`src/rtl/hamming_minmax_engine.sv`:
```
// hamming_minmax_engine
// Responds to a req rising edge by copying N_WORDS 16-bit operands from the
// shared data memory into a local cache, scanning every unordered pair (j<k)
// for the minimum and maximum Hamming distance, and writing min to RES_ADDR
// and max to RES_ADDR+1 before raising done.
// Optional build macro HAM_PAIR_INDEX_EN: also records the (j,k) indices of
// the first min pair and first max pair and writes them to RES_ADDR+2..+5.
// All memory-side outputs are registered; outside a run the bus is held at
// address 0 with the write strobe low.

module hamming_minmax_engine #(
   parameter int N_WORDS   = 32,
   parameter int BASE_ADDR = 0,
   parameter int RES_ADDR  = 64,
   parameter int AW        = 8
) (
   input  logic          clk,
   input  logic          reset,
   input  logic          req,
   output logic          done,
   output logic          busy,
   output logic [AW-1:0] mem_addr,
   input  logic [7:0]    mem_rd_data,
   output logic          mem_wr_en,
   output logic [7:0]    mem_wr_data
);

   localparam int IW = $clog2(N_WORDS);
   localparam int CW = $clog2(2 * N_WORDS);

   localparam logic [IW-1:0] LAST_IDX  = IW'(N_WORDS - 1);
   localparam logic [IW-1:0] LAST_J    = IW'(N_WORDS - 2);
   localparam logic [CW-1:0] LAST_BYTE = CW'(2 * N_WORDS - 1);
   localparam logic [AW-1:0] BASE_A    = AW'(BASE_ADDR);
   localparam logic [AW-1:0] RES_A     = AW'(RES_ADDR);

   typedef enum logic [3:0] {
      S_IDLE    = 4'd0,
      S_LOAD    = 4'd1,
      S_COMPARE = 4'd2,
      S_WR_MIN  = 4'd3,
      S_WR_MAX  = 4'd4,
      S_WR_MINJ = 4'd5,
      S_WR_MINK = 4'd6,
      S_WR_MAXJ = 4'd7,
      S_WR_MAXK = 4'd8
   } state_e;

`ifdef HAM_PAIR_INDEX_EN
   localparam state_e LAST_WR = S_WR_MAXK;
`else
   localparam state_e LAST_WR = S_WR_MAX;
`endif

   // Number of set bits in a 16-bit word; result range 0..16.
   function automatic logic [4:0] popcount16(input logic [15:0] v);
      logic [4:0] acc;
      acc = 5'd0;
      for (int b = 0; b < 16; b++) begin
         acc = acc + {4'd0, v[b]};
      end
      return acc;
   endfunction

   // Control state
   state_e          state_q, state_d;
   logic            req_q;
   logic            start_s;

   // Registered outputs
   logic            done_q, done_d;
   logic            busy_q, busy_d;
   logic [AW-1:0]   mem_addr_q, mem_addr_d;
   logic            wr_en_q, wr_en_d;
   logic [7:0]      wr_data_q, wr_data_d;

   // Datapath
   logic [15:0]     cache_q [N_WORDS];
   logic [CW-1:0]   byte_cnt_q, byte_cnt_d;
   logic [CW-2:0]   word_idx_s;
   logic [IW-1:0]   j_q, j_d;
   logic [IW-1:0]   k_q, k_d;
   logic [4:0]      min_q, min_d;
   logic [4:0]      max_q, max_d;
   logic [4:0]      dist_s;
   logic            last_pair_s;

`ifdef HAM_PAIR_INDEX_EN
   logic [IW-1:0]   minj_q, minj_d;
   logic [IW-1:0]   mink_q, mink_d;
   logic [IW-1:0]   maxj_q, maxj_d;
   logic [IW-1:0]   maxk_q, maxk_d;
`endif

   // A run starts only from IDLE on a fresh rising edge of req.
   assign start_s     = (state_q == S_IDLE) && req && !req_q;
   assign word_idx_s  = byte_cnt_q[CW-1:1];
   assign dist_s      = popcount16(cache_q[j_q] ^ cache_q[k_q]);
   assign last_pair_s = (j_q == LAST_J) && (k_q == LAST_IDX);

   assign done        = done_q;
   assign busy        = busy_q;
   assign mem_addr    = mem_addr_q;
   assign mem_wr_en   = wr_en_q;
   assign mem_wr_data = wr_data_q;

   // State register and registered copy of req for edge detection.
   always_ff @(posedge clk) begin
      if (reset) begin
         state_q <= S_IDLE;
         req_q   <= 1'b0;
      end else begin
         state_q <= state_d;
         req_q   <= req;
      end
   end

   // Next-state sequencing: IDLE -> LOAD -> COMPARE -> result writes -> IDLE.
   always_comb begin
      state_d = state_q;
      case (state_q)
         S_IDLE: begin
            if (start_s) begin
               state_d = S_LOAD;
            end else begin
               state_d = S_IDLE;
            end
         end
         S_LOAD: begin
            if (byte_cnt_q == LAST_BYTE) begin
               state_d = S_COMPARE;
            end else begin
               state_d = S_LOAD;
            end
         end
         S_COMPARE: begin
            if (last_pair_s) begin
               state_d = S_WR_MIN;
            end else begin
               state_d = S_COMPARE;
            end
         end
         S_WR_MIN: state_d = S_WR_MAX;
`ifdef HAM_PAIR_INDEX_EN
         S_WR_MAX:  state_d = S_WR_MINJ;
         S_WR_MINJ: state_d = S_WR_MINK;
         S_WR_MINK: state_d = S_WR_MAXJ;
         S_WR_MAXJ: state_d = S_WR_MAXK;
         S_WR_MAXK: state_d = S_IDLE;
`else
         S_WR_MAX:  state_d = S_IDLE;
`endif
         default:   state_d = S_IDLE;
      endcase
   end

   // Next values of the registered outputs, decoded from the state being entered
   // so the bus is already valid during the first cycle of each state.
   always_comb begin
      wr_en_d    = 1'b0;
      mem_addr_d = {AW{1'b0}};
      wr_data_d  = 8'h00;
      busy_d     = (state_d != S_IDLE);
      if (start_s) begin
         done_d = 1'b0;
      end else if (state_q == LAST_WR) begin
         done_d = 1'b1;
      end else begin
         done_d = done_q;
      end
      case (state_d)
         S_LOAD: begin
            mem_addr_d = BASE_A + AW'(byte_cnt_d);
         end
         S_WR_MIN: begin
            wr_en_d    = 1'b1;
            mem_addr_d = RES_A;
            wr_data_d  = {3'b000, min_d};
         end
         S_WR_MAX: begin
            wr_en_d    = 1'b1;
            mem_addr_d = RES_A + AW'(1);
            wr_data_d  = {3'b000, max_d};
         end
`ifdef HAM_PAIR_INDEX_EN
         S_WR_MINJ: begin
            wr_en_d    = 1'b1;
            mem_addr_d = RES_A + AW'(2);
            wr_data_d  = 8'(minj_d);
         end
         S_WR_MINK: begin
            wr_en_d    = 1'b1;
            mem_addr_d = RES_A + AW'(3);
            wr_data_d  = 8'(mink_d);
         end
         S_WR_MAXJ: begin
            wr_en_d    = 1'b1;
            mem_addr_d = RES_A + AW'(4);
            wr_data_d  = 8'(maxj_d);
         end
         S_WR_MAXK: begin
            wr_en_d    = 1'b1;
            mem_addr_d = RES_A + AW'(5);
            wr_data_d  = 8'(maxk_d);
         end
`endif
         default: begin
            wr_en_d    = 1'b0;
            mem_addr_d = {AW{1'b0}};
            wr_data_d  = 8'h00;
         end
      endcase
   end

   // Output registers; reset leaves the bus neutral and done low.
   always_ff @(posedge clk) begin
      if (reset) begin
         done_q     <= 1'b0;
         busy_q     <= 1'b0;
         mem_addr_q <= {AW{1'b0}};
         wr_en_q    <= 1'b0;
         wr_data_q  <= 8'h00;
      end else begin
         done_q     <= done_d;
         busy_q     <= busy_d;
         mem_addr_q <= mem_addr_d;
         wr_en_q    <= wr_en_d;
         wr_data_q  <= wr_data_d;
      end
   end

   // Datapath next values: load counter, pair walk and strict min/max update.
   always_comb begin
      byte_cnt_d = byte_cnt_q;
      j_d        = j_q;
      k_d        = k_q;
      min_d      = min_q;
      max_d      = max_q;
`ifdef HAM_PAIR_INDEX_EN
      minj_d     = minj_q;
      mink_d     = mink_q;
      maxj_d     = maxj_q;
      maxk_d     = maxk_q;
`endif
      case (state_q)
         S_IDLE: begin
            if (start_s) begin
               byte_cnt_d = {CW{1'b0}};
               j_d        = {IW{1'b0}};
               k_d        = IW'(1);
               min_d      = 5'd16;
               max_d      = 5'd0;
`ifdef HAM_PAIR_INDEX_EN
               minj_d     = {IW{1'b0}};
               mink_d     = {IW{1'b0}};
               maxj_d     = {IW{1'b0}};
               maxk_d     = {IW{1'b0}};
`endif
            end else begin
               byte_cnt_d = byte_cnt_q;
            end
         end
         S_LOAD: begin
            byte_cnt_d = byte_cnt_q + CW'(1);
         end
         S_COMPARE: begin
            // Strict compares keep the earliest pair on ties.
            if (dist_s < min_q) begin
               min_d = dist_s;
`ifdef HAM_PAIR_INDEX_EN
               minj_d = j_q;
               mink_d = k_q;
`endif
            end else begin
               min_d = min_q;
            end
            if (dist_s > max_q) begin
               max_d = dist_s;
`ifdef HAM_PAIR_INDEX_EN
               maxj_d = j_q;
               maxk_d = k_q;
`endif
            end else begin
               max_d = max_q;
            end
            // Walk k to the end of the row, then start the next row at j+1.
            if (k_q == LAST_IDX) begin
               j_d = j_q + IW'(1);
               k_d = j_q + IW'(2);
            end else begin
               k_d = k_q + IW'(1);
            end
         end
         default: begin
            byte_cnt_d = byte_cnt_q;
         end
      endcase
   end

   // Datapath registers.
   always_ff @(posedge clk) begin
      if (reset) begin
         byte_cnt_q <= {CW{1'b0}};
         j_q        <= {IW{1'b0}};
         k_q        <= {IW{1'b0}};
         min_q      <= 5'd16;
         max_q      <= 5'd0;
`ifdef HAM_PAIR_INDEX_EN
         minj_q     <= {IW{1'b0}};
         mink_q     <= {IW{1'b0}};
         maxj_q     <= {IW{1'b0}};
         maxk_q     <= {IW{1'b0}};
`endif
      end else begin
         byte_cnt_q <= byte_cnt_d;
         j_q        <= j_d;
         k_q        <= k_d;
         min_q      <= min_d;
         max_q      <= max_d;
`ifdef HAM_PAIR_INDEX_EN
         minj_q     <= minj_d;
         mink_q     <= mink_d;
         maxj_q     <= maxj_d;
         maxk_q     <= maxk_d;
`endif
      end
   end

   // Operand cache fill: even byte is the high half, odd byte the low half.
   always_ff @(posedge clk) begin
      if (reset) begin
         for (int w = 0; w < N_WORDS; w++) begin
            cache_q[w] <= 16'h0000;
         end
      end else if (state_q == S_LOAD) begin
         if (byte_cnt_q[0] == 1'b0) begin
            cache_q[word_idx_s][15:8] <= mem_rd_data;
         end else begin
            cache_q[word_idx_s][7:0] <= mem_rd_data;
         end
      end
   end

endmodule

```
`config.mk`:
```
export PLATFORM = sky130hd
export DESIGN_NAME = hamming_minmax_engine
export DESIGN_NICKNAME = d
export VERILOG_FILES = /design/src/rtl/hamming_minmax_engine.sv
export SDC_FILE = /design/constraint.sdc
export NUM_CORES = 1
export LEC_CHECK = 0
export CORE_UTILIZATION = 56
export DETAILED_ROUTE_END_ITERATION = 16
export GPL_TIMING_DRIVEN = 0
export PLACE_DENSITY_LB_ADDON = 0.12
export SYNTH_ARGS = -nofsm -noshare
export SYNTH_HDL_FRONTEND = slang
export SYNTH_SLANG_ARGS = --single-unit
```
`constraint.sdc`:
```
create_clock -name clk -period 14.31 [get_ports clk]
set_input_delay 2.862 -clock clk [delete_from_list [all_inputs] [get_ports clk]]
set_output_delay 2.862 -clock clk [all_outputs]
set_load 0.05 [all_outputs]
```
Word level (Yosys, flattened, before mapping)
Memory sizes are Yosys's and may differ from the RTL's. A register that Yosys moved wholly into a read port is not among the register bits.
Index checks and enable logic that the tools add are counted.
Widths: inputs -> output; s select.
Word-level totals
  bits in registers: 50
  RAM bits: 512
  input bits: 11
  output and inout port bits: 19
  memories: 1
Cells by class
  add/subtract/negate cells: 19
  order comparisons: 2
  equality and inequality tests: 12
  mux-type cells: 38
  bitwise logic cells: 1
  reductions and logical operators: 12
Memories
  cache_q: depth 32, bits a word 16, read ports 2, clocked after memory_dff 2, wr ports 32, line 78  | logic [15:0] cache_q [N_WORDS];
Operators by type and width (count)
  $mux 5: 13
  $add 5x1->5: 11
  $pmux 5 s2: 5
  $pmux 7 s3: 1
  $mux 16: 1
  $pmux 4 s4: 1
  $reduce_or 16->1: 1
  $xor 16x16->16: 1
  $mux 1: 13
  $eq 4x2->1 const B: 3
  $pmux 6 s2: 1
  $add 5x1->5 const B: 2
  $eq 5x5->1 const B: 2
  $eq 4x1->1 const B: 2
  $eq 4x3->1 const B: 2
  $add 6x1->6 const B: 1
  $eq 6x6->1 const B: 1
  $mux 6: 1
  $add 4x1->5: 1
  $add 5x2->5 const B: 1
  $gt 5x5->1: 1
  $lt 5x5->1: 1
  $add 3x1->4: 1
  $logic_not 4->1: 1
  other kinds (11): 16

Depth between registers and ports, before layout
Gate-level depths: netlist (run 1).
  depth after elaboration: 20
  depth in mapped cells: 28

Least setup slack after synthesis (run 1)
OpenSTA, ideal clock, no wires.
  path kind: flip-flop to flip-flop
  start point: reg (tool-made name)
  end point: reg wr_data_q[0], in the netlist mem_wr_data[0]
  data arrival time: 5807 ps
  data required time: 14188 ps
  path slack: 8382 ps
  stages on the path, launching flop included: 23
  path buffers: 2
  period minus slack after synthesis: 5928 ps
  path through: dfxtp_1 buf_4 buf_6 mux4_2 a221oi_2 nand3_1 xor2_1 fa_1 fa_1 fa_1 inv_1 fa_1 inv_1 ha_1 a21o_1 a21oi_1 xnor2_1 ha_1 a21oi_1 o21ai_0 a31o_2 and3_1 a221o_1
RTL lines
  end signal: assignment: line 228  | wr_data_q <= wr_data_d;
  end: declaration: line 75  | logic [7:0] wr_data_q, wr_data_d;

==> results of run 1 <==
power by group through the flow:
stage | sequential, mW | combinational [mW] | clock (mW)
floorplan | 1.90 | 0.490 | 0
global placement | 1.91 | 0.739 | 0
detailed placement | 1.92 | 0.743 | 0
CTS | 1.88 | 0.759 | 1.56
global route | 1.89 | 0.830 | 1.62
finish | 1.88 | 0.776 | 1.56
layer usage:
layer  wire length, um  vias to the layer above  GRT usage (%)
li1                  -                     8592              -
met4              5520                        4           17.6
met3             14300                      305           10.7
met1             39200                    10729           52.5
met2             47000                     1605           57.8
met5                27                        -              0
cells by family (layout without fill, tap and decap cells):
kind of cell / after synthesis / count (layout) / synth area share (%)
AND/OR/NAND/NOR: 859 / 859 / 16.7
flip-flops: 567 / 567 / 54.0
XOR/XNOR: 25 / 25 / 0.717
other: 1 / 7 / 0.0123
multiplexers: 322 / 322 / 18.7
buffers and inverters: 198 / 325 / 3.25
AO/OA/AOI/OAI: 229 / 229 / 5.15
adder cells (fa/ha/maj): 30 / 30 / 1.48
worst paths after layout:
| check | from | end | slack, ns | depth (start not counted) |
|---|---|---|---|---|
| worst max register to register | register | max_q[3] | 5.96 | 25 |
| worst min register to register | max_q[4] | max_q[4] | 0.47 | 1 |
| worst max-delay path | register | max_q[3] | 5.96 | 25 |
| worst min-delay path | max_q[4] | max_q[4] | 0.47 | 1 |
final cells by class:
class,count,area share (%)
clock buffers,69,4.83
well taps,696,2.60
plain buffers,174,2.69
flip-flops and latches,567,49.2
clock inverters,42,0.963
multi-input cells,1469,39.0
diodes,3,0.0224
repair buffers,16,0.478
inverters,24,0.269
critical path, cell delays in order (launching register included):
cell	delay, ns
dfxtp_1	0.49
buf_6	0.17
buf_2	0.44
mux2_2	0.39
o22ai_1	0.59
nor3_1	0.25
a221oi_2	0.38
nand3_1	0.16
xor2_1	0.50
fa_1	0.54
fa_1	0.46
fa_1	0.51
inv_1	0.05
fa_1	0.55
inv_1	0.09
ha_1	0.27
a21o_1	0.10
a21oi_1	0.07
xnor2_1	0.52
ha_1	0.37
a21oi_1	0.15
nor2b_1	0.06
o31ai_1	0.44
a21oi_1	0.13
nor2_1	0.37
a22o_1	0.20
sequential cells by signal, indices dropped and copies added, names as in the netlist, named ones only:
name         flops
req_q            1
max_q            5
mem_addr         7
state_q          3
cache_q        512
min_q            5
done             1
mem_wr_data      5
k_q              5
j_q              5
mem_wr_en        1
byte_cnt_q       6
busy             1
cells in the final DEF, fill, tap and decap left out, types with 14 or more instances in the layout:
cell type          n
nor2b_1           15
nand2_1           31
inv_1             24
nor3_1            27
and2_1           517
xor2_1            19
or2_2             66
ha_1              20
nor4_2            16
mux4_2           186
nor2_1           102
clkbuf_1          89
or3_1             17
clkdlybuf4s50_1   16
o22ai_1          127
mux2i_1           14
mux2_2           102
buf_2             43
nand3_1           27
buf_6             18
mux2_1            20
buf_4             16
edfxtp_1         512
a21oi_1           28
clkbuf_16         64
clkinv_1          16
a22oi_1           22
dfxtp_1           55
per-stage QoR:
step | hold slack [ns] | power [mW]
3_5_place_dp | 0.464 | 2.66
4_1_cts | 0.478 | 4.20
5_1_grt | 0.504 | 4.34
6_report | 0.471 | 4.22
3_3_place_gp | 0.463 | 2.65
2_1_floorplan | 0.442 | 2.39
synthesized netlist by cell type, types with 3 or more instances:
cell type | n | share of area, %
dfxtp_1 | 55 | 3.6
a211oi_1 | 9 | 0.22
nor2_1 | 102 | 1.3
or3_1 | 17 | 0.35
mux2_2 | 102 | 3.8
inv_1 | 24 | 0.30
buf_6 | 18 | 0.66
a21oi_1 | 28 | 0.46
nand3b_1 | 5 | 0.12
or2_2 | 66 | 1.4
mux4_2 | 186 | 14
a221oi_2 | 9 | 0.44
buf_1 | 12 | 0.15
nand2_1 | 31 | 0.38
nor4_2 | 16 | 0.66
clkbuf_1 | 84 | 1.0
edfxtp_1 | 512 | 50
a22oi_1 | 22 | 0.54
mux2_1 | 20 | 0.74
a221o_1 | 3 | 0.098
and3_1 | 7 | 0.14
nand2b_1 | 10 | 0.20
nor3_1 | 27 | 0.44
a22o_1 | 5 | 0.14
mux2i_1 | 14 | 0.46
nor4_1 | 3 | 0.061
o22ai_1 | 127 | 2.6
xnor2_1 | 6 | 0.17
xor2_1 | 19 | 0.55
and2_1 | 517 | 11
nand3_1 | 27 | 0.44
buf_2 | 43 | 0.70
ha_1 | 20 | 0.82
buf_4 | 16 | 0.39
o21ai_0 | 7 | 0.11
fa_1 | 10 | 0.66
a221oi_1 | 5 | 0.14
nor2b_1 | 15 | 0.31
==> results.sh, run 1 <==
export IMPL_cts_buffers=60
export IMPL_cts_sinks=567
export IMPL_post_route_util_pct=62.3
export IMPL_synth_edf_count=512
export IMPL_path_clk_slew_ns=0.07
export IMPL_yosys_register_bits=567
export IMPL_finalNetCount=2353
export IMPL_ys_warnings_count=0
export IMPL_maxSlewViolCount=0
export IMPL_grt_use_total_pct=38.5
export IMPL_antenna_found_initial=7
export IMPL_grt_pass1_vias=20444
export IMPL_start_util_pct=56.7
export IMPL_dieArea_sq_um=55500
export IMPL_drc_errors=0
export IMPL_multi_input_area_sq_um=13100
export IMPL_fin_worst_skew_ns=0.0205
export IMPL_postCtsHoldBufs=0
export IMPL_clockPowerShare_pct=37.0
export IMPL_syn_to_final_growth_pct=9.80
export IMPL_synthArstFlopShare_pct=0
export IMPL_syn_avg_cell_area_sq_um=13.7
export IMPL_switching_power_mw=1.20
export IMPL_ioPinCount=30
export IMPL_synth_ff_type="edfxtp_1"
export IMPL_required_ns=14.88
export IMPL_row_count=85
export IMPL_vdd_ir_drop_max_mv=0.189
export IMPL_vias=21235
export IMPL_finalHoldViolCount=0
export IMPL_layout_setup_ws_ns=5.96
export IMPL_combinationalPowerShare_pct=18.4
export IMPL_netlist_instances=2231
export IMPL_place_area_sq_um=31600
export IMPL_endpoint_kind="register"
export IMPL_dr_first_iter_drc_count=3146
export IMPL_coreArea_sq_um=53800
export IMPL_hold_path_class="register to register"
export IMPL_fmax_ghz=0.120
export IMPL_worstPathMaxFanout=10
export IMPL_dr_pass1_iters=5
export IMPL_outcome="finished clean"
export IMPL_htreeDepth=2
export IMPL_final_cell_area_sq_um=33500
export IMPL_pre_cts_ws_ns=6.26
export IMPL_critical_path_class="register to register"
export IMPL_max_cap_violations=0
export IMPL_swShare_pct=28.5
export IMPL_p_leak_nw=11.9
export IMPL_timing_final_crit_share_pct=58.3
export IMPL_finalSetupTns_ns=0
export IMPL_cts_tree="built"
export IMPL_synthDistinctLibCells=63
export IMPL_clk_path_buf_depth=3
export IMPL_wl_per_cell_um=34.6
export IMPL_cp_start_kind="register"
export IMPL_antenna_left=0
export IMPL_yosysSeqAreaShare_pct=54.0
export IMPL_overflow=0
export IMPL_worst_slew_pin_slew_ns=1.29
export IMPL_setup_violations=0
export IMPL_cts_setup_buffers=0
export IMPL_drt_wl_total_mm=106
export IMPL_gp_congestion=1.05
export IMPL_rsz0062_at_grt="no"
export IMPL_fin_cells=3060
export IMPL_seq_power_share_pct=44.6
export IMPL_hpwl_mm=78.8
export IMPL_finalCriticalPeriod_ns=8.35
export IMPL_regArea_sq_um=16500
export IMPL_power_density_nw_per_um2=126
export IMPL_clk_latency_ns=0.65
export IMPL_syn_area_sq_um=30500
export IMPL_viasPerCell=6.94
export IMPL_p_int_mw=3.02
export IMPL_nFillCells=4177
export IMPL_io_buffers=16
export IMPL_arrival_ns=8.92
export IMPL_die_h_um=235
export IMPL_slew_headroom_pct=13.8
export IMPL_grt_pass1_wl_mm=148
export IMPL_die_w_um=235
export IMPL_post_cts_resized=0
export IMPL_grt_max_degree=16
export IMPL_drive_above_1_share_pct=23.5
export IMPL_root_buffer="clkbuf_16"
export IMPL_dp_cells=2946
Power figures use the tool's default switching activity.
==> run 2: changes to the inputs <==
Clock period 14.31 ns to 7.6 ns, I/O delays scaled along.
==> run 2 against run 1 <==
  * Final cell count barely moved
  * Flip-flop and latch count did not move
  * Count of clock-buffer cells in the layout did not move
  * Hold slack barely moved
  * Non-clock buffer count did not move
  * Sequential share of layout area fell by 0.19 points
  * Clock power rose by 89%
  * Largest cell class unchanged
  * Critical endpoint is now max_q[2]
  * Final area rose by 0.40%
  * Combinational power rose by 97%
==> results.sh, run 2 (synthesized netlist as in run 1, its figures left out) <==
export IMPL_pre_cts_ws_ns=-0.453
export IMPL_cts_tree="built"
export IMPL_htreeDepth=2
export IMPL_drive_above_1_share_pct=24.4
export IMPL_clk_path_buf_depth=3
export IMPL_final_cell_area_sq_um=33700
export IMPL_layout_common_cells="and2_1 (517), edfxtp_1 (512), mux4_2 (186)"
export IMPL_layout_setup_ws_ns=0.112
export IMPL_path_clk_slew_ns=0.06
export IMPL_antenna_found_initial=8
export IMPL_io_buffers=16
export IMPL_maxSlewViolCount=0
export IMPL_r2r_end="max_q[2]"
export IMPL_r2r_worst_path_cells=22
export IMPL_fmax_ghz=0.134
export IMPL_timing_final_crit_share_pct=98.5
export IMPL_max_stage_delay_ns=0.62
export IMPL_start_util_pct=56.7
export IMPL_dr_pass1_iters=5
export IMPL_dieArea_sq_um=55500
export IMPL_outcome="finished clean"
export IMPL_arrival_ns=8.06
export IMPL_finalCriticalPeriod_ns=7.49
export IMPL_wl_per_cell_um=34.7
export IMPL_vias=21135
export IMPL_nFillCells=4161
export IMPL_cpMostUsedCell="fa_1"
export IMPL_clk_latency_ns=0.65
export IMPL_hp_start="max_q[4]"
export IMPL_gp_congestion=1.05
export IMPL_worstPathCellList="buf_6 > buf_4 > mux2_2 > o22ai_1 > nor3_1 > a221oi_2 > nand3_1 > xor2_1 > fa_1 > fa_1 > fa_1 > fa_1 > ha_1 > fa_1 > xor2_2 > ha_1 > nand3_1 > a21oi_1 > o31ai_2 > a21oi_1 > nor2_2 > a22o_1"
export IMPL_hpwl_mm=78.8
export IMPL_grt_pass1_wl_mm=149
export IMPL_min_path_cells=1
export IMPL_grt_use_total_pct=38.5
export IMPL_drt_wl_total_mm=106
export IMPL_root_buffer="clkbuf_16"
export IMPL_dp_cells=2946
export IMPL_place_area_sq_um=31600
export IMPL_rrSetupSlack_ns=0.11
export IMPL_min_to="max_q[4]"
export IMPL_antenna_left=0
export IMPL_hold_path_class="register to register"
export IMPL_finalHoldViolCount=0
export IMPL_overflow=0
export IMPL_dr_first_iter_drc_count=3155
export IMPL_coreArea_sq_um=53800
export IMPL_setup_violations=0
export IMPL_die_h_um=235
export IMPL_top_register="cache_q"
export IMPL_grt_max_degree=16
export IMPL_cp_start_kind="register"
export IMPL_grt_pass1_vias=20437
export IMPL_fin_cells=3058
export IMPL_die_w_um=235
export IMPL_drc_errors=0
export IMPL_power_density_nw_per_um2=238
export IMPL_endpoint_kind="register"
export IMPL_cts_sinks=567
export IMPL_p_leak_nw=11.9
export IMPL_cts_buffers=60
export IMPL_vdd_ir_drop_max_mv=0.415
export IMPL_viasPerCell=6.91
export IMPL_worstPathMaxFanout=10
export IMPL_slew_headroom_pct=14.8
export IMPL_worst_slew_pin_slew_ns=1.28
export IMPL_required_ns=8.18
export IMPL_syn_to_final_growth_pct=10.2
export IMPL_mostFrequentLayoutCell="and2_1"
export IMPL_fin_worst_skew_ns=0.0231
export IMPL_finalNetCount=2353
export IMPL_crit_path_top_delay_cell="fa_1"
export IMPL_row_count=85
export IMPL_ioPinCount=30
export IMPL_largest_register_ffs=512
export IMPL_critical_path_class="register to register"
export IMPL_max_cap_violations=0
[run 2: cell count changes in the layout (fill, tap and decap cells not counted), moves of 4 or more]
cell | previous run | this run
buf_2 | 43 | 37
clkbuf_4 | 0 | 4
o22ai_1 | 127 | 122
clkbuf_2 | 1 | 6
clkbuf_1 | 89 | 85
[run 2: critical path: cells and delay by family (launching register included)]
family	cells	cell delay [ns]
flip-flops	1	0.50
XOR/XNOR	2	0.58
AND/OR/NAND/NOR	4	0.70
AO/OA/AOI/OAI	6	1.54
adder cells (fa/ha/maj)	7	3.25
buffers and inverters	2	0.47
multiplexers	1	0.38
[run 2: where the power goes]
group	leakage [nW]	total (mW)	internal, mW	switching (mW)
Combinational	5.25	1.53	0.571	0.956
Sequential	5.73	3.55	3.49	0.0580
Clock	0.954	2.95	1.66	1.29
Total	11.9	8.02	5.72	2.30
[run 2: layout make-up]
| cell class | count | area, sq um | share of cell area, % |
|---|---|---|---|
| Multi-Input combinational cell | 1469 | 13200 | 39.2 |
| Inverter | 24 | 90.1 | 0.268 |
| Clock inverter | 42 | 323 | 0.959 |
| Timing Repair Buffer | 16 | 160 | 0.476 |
| Buffer | 174 | 928 | 2.76 |
| Antenna cell | 1 | 2.50 | 0.00744 |
| Clock buffer | 69 | 1620 | 4.81 |
| Sequential cell | 567 | 16500 | 49.0 |
| Tap cell | 696 | 871 | 2.59 |
[run 2: worst max-delay path by stage]
stage / cells after the start / to / startpoint
after global placement: 25 / max_q[3] / register
after CTS: 25 / max_q[2] / register
after detailed placement: 25 / max_q[3] / register
final: 22 / max_q[2] / register
after global routing: 24 / mem_wr_data[0] / register
after floorplan: 22 / mem_wr_data[0] / register
[run 2: repair_timing]
item | in CTS | in global routing
gates resized for setup | 9 | 29
hold buffers | 0 | 0
setup endpoints to repair | 15 | 15
buffers inserted | 0 | 0
[run 2: metrics by stage]
stage | TNS (ns) | utilization, % | power (mW) | hold slack [ns]
after floorplan | 0 | - | 4.51 | 0.442
after global placement | -4.35 | 58.7 | 4.99 | 0.463
after detailed placement | -3.75 | 58.7 | 5.01 | 0.464
after CTS | 0 | 62.4 | 7.95 | 0.478
after global routing | -0.0170 | 62.5 | 8.23 | 0.504
final | 0 | 62.5 | 8.02 | 0.471
[run 2: routing by layer]
metal	track usage, %	vias up	part of all wire [%]
li1	-	8581	-
met1	52.2	10781	37
met2	57.7	1478	44
met3	11.2	291	13
met4	17.9	4	5.1
met5	0	-	0.028
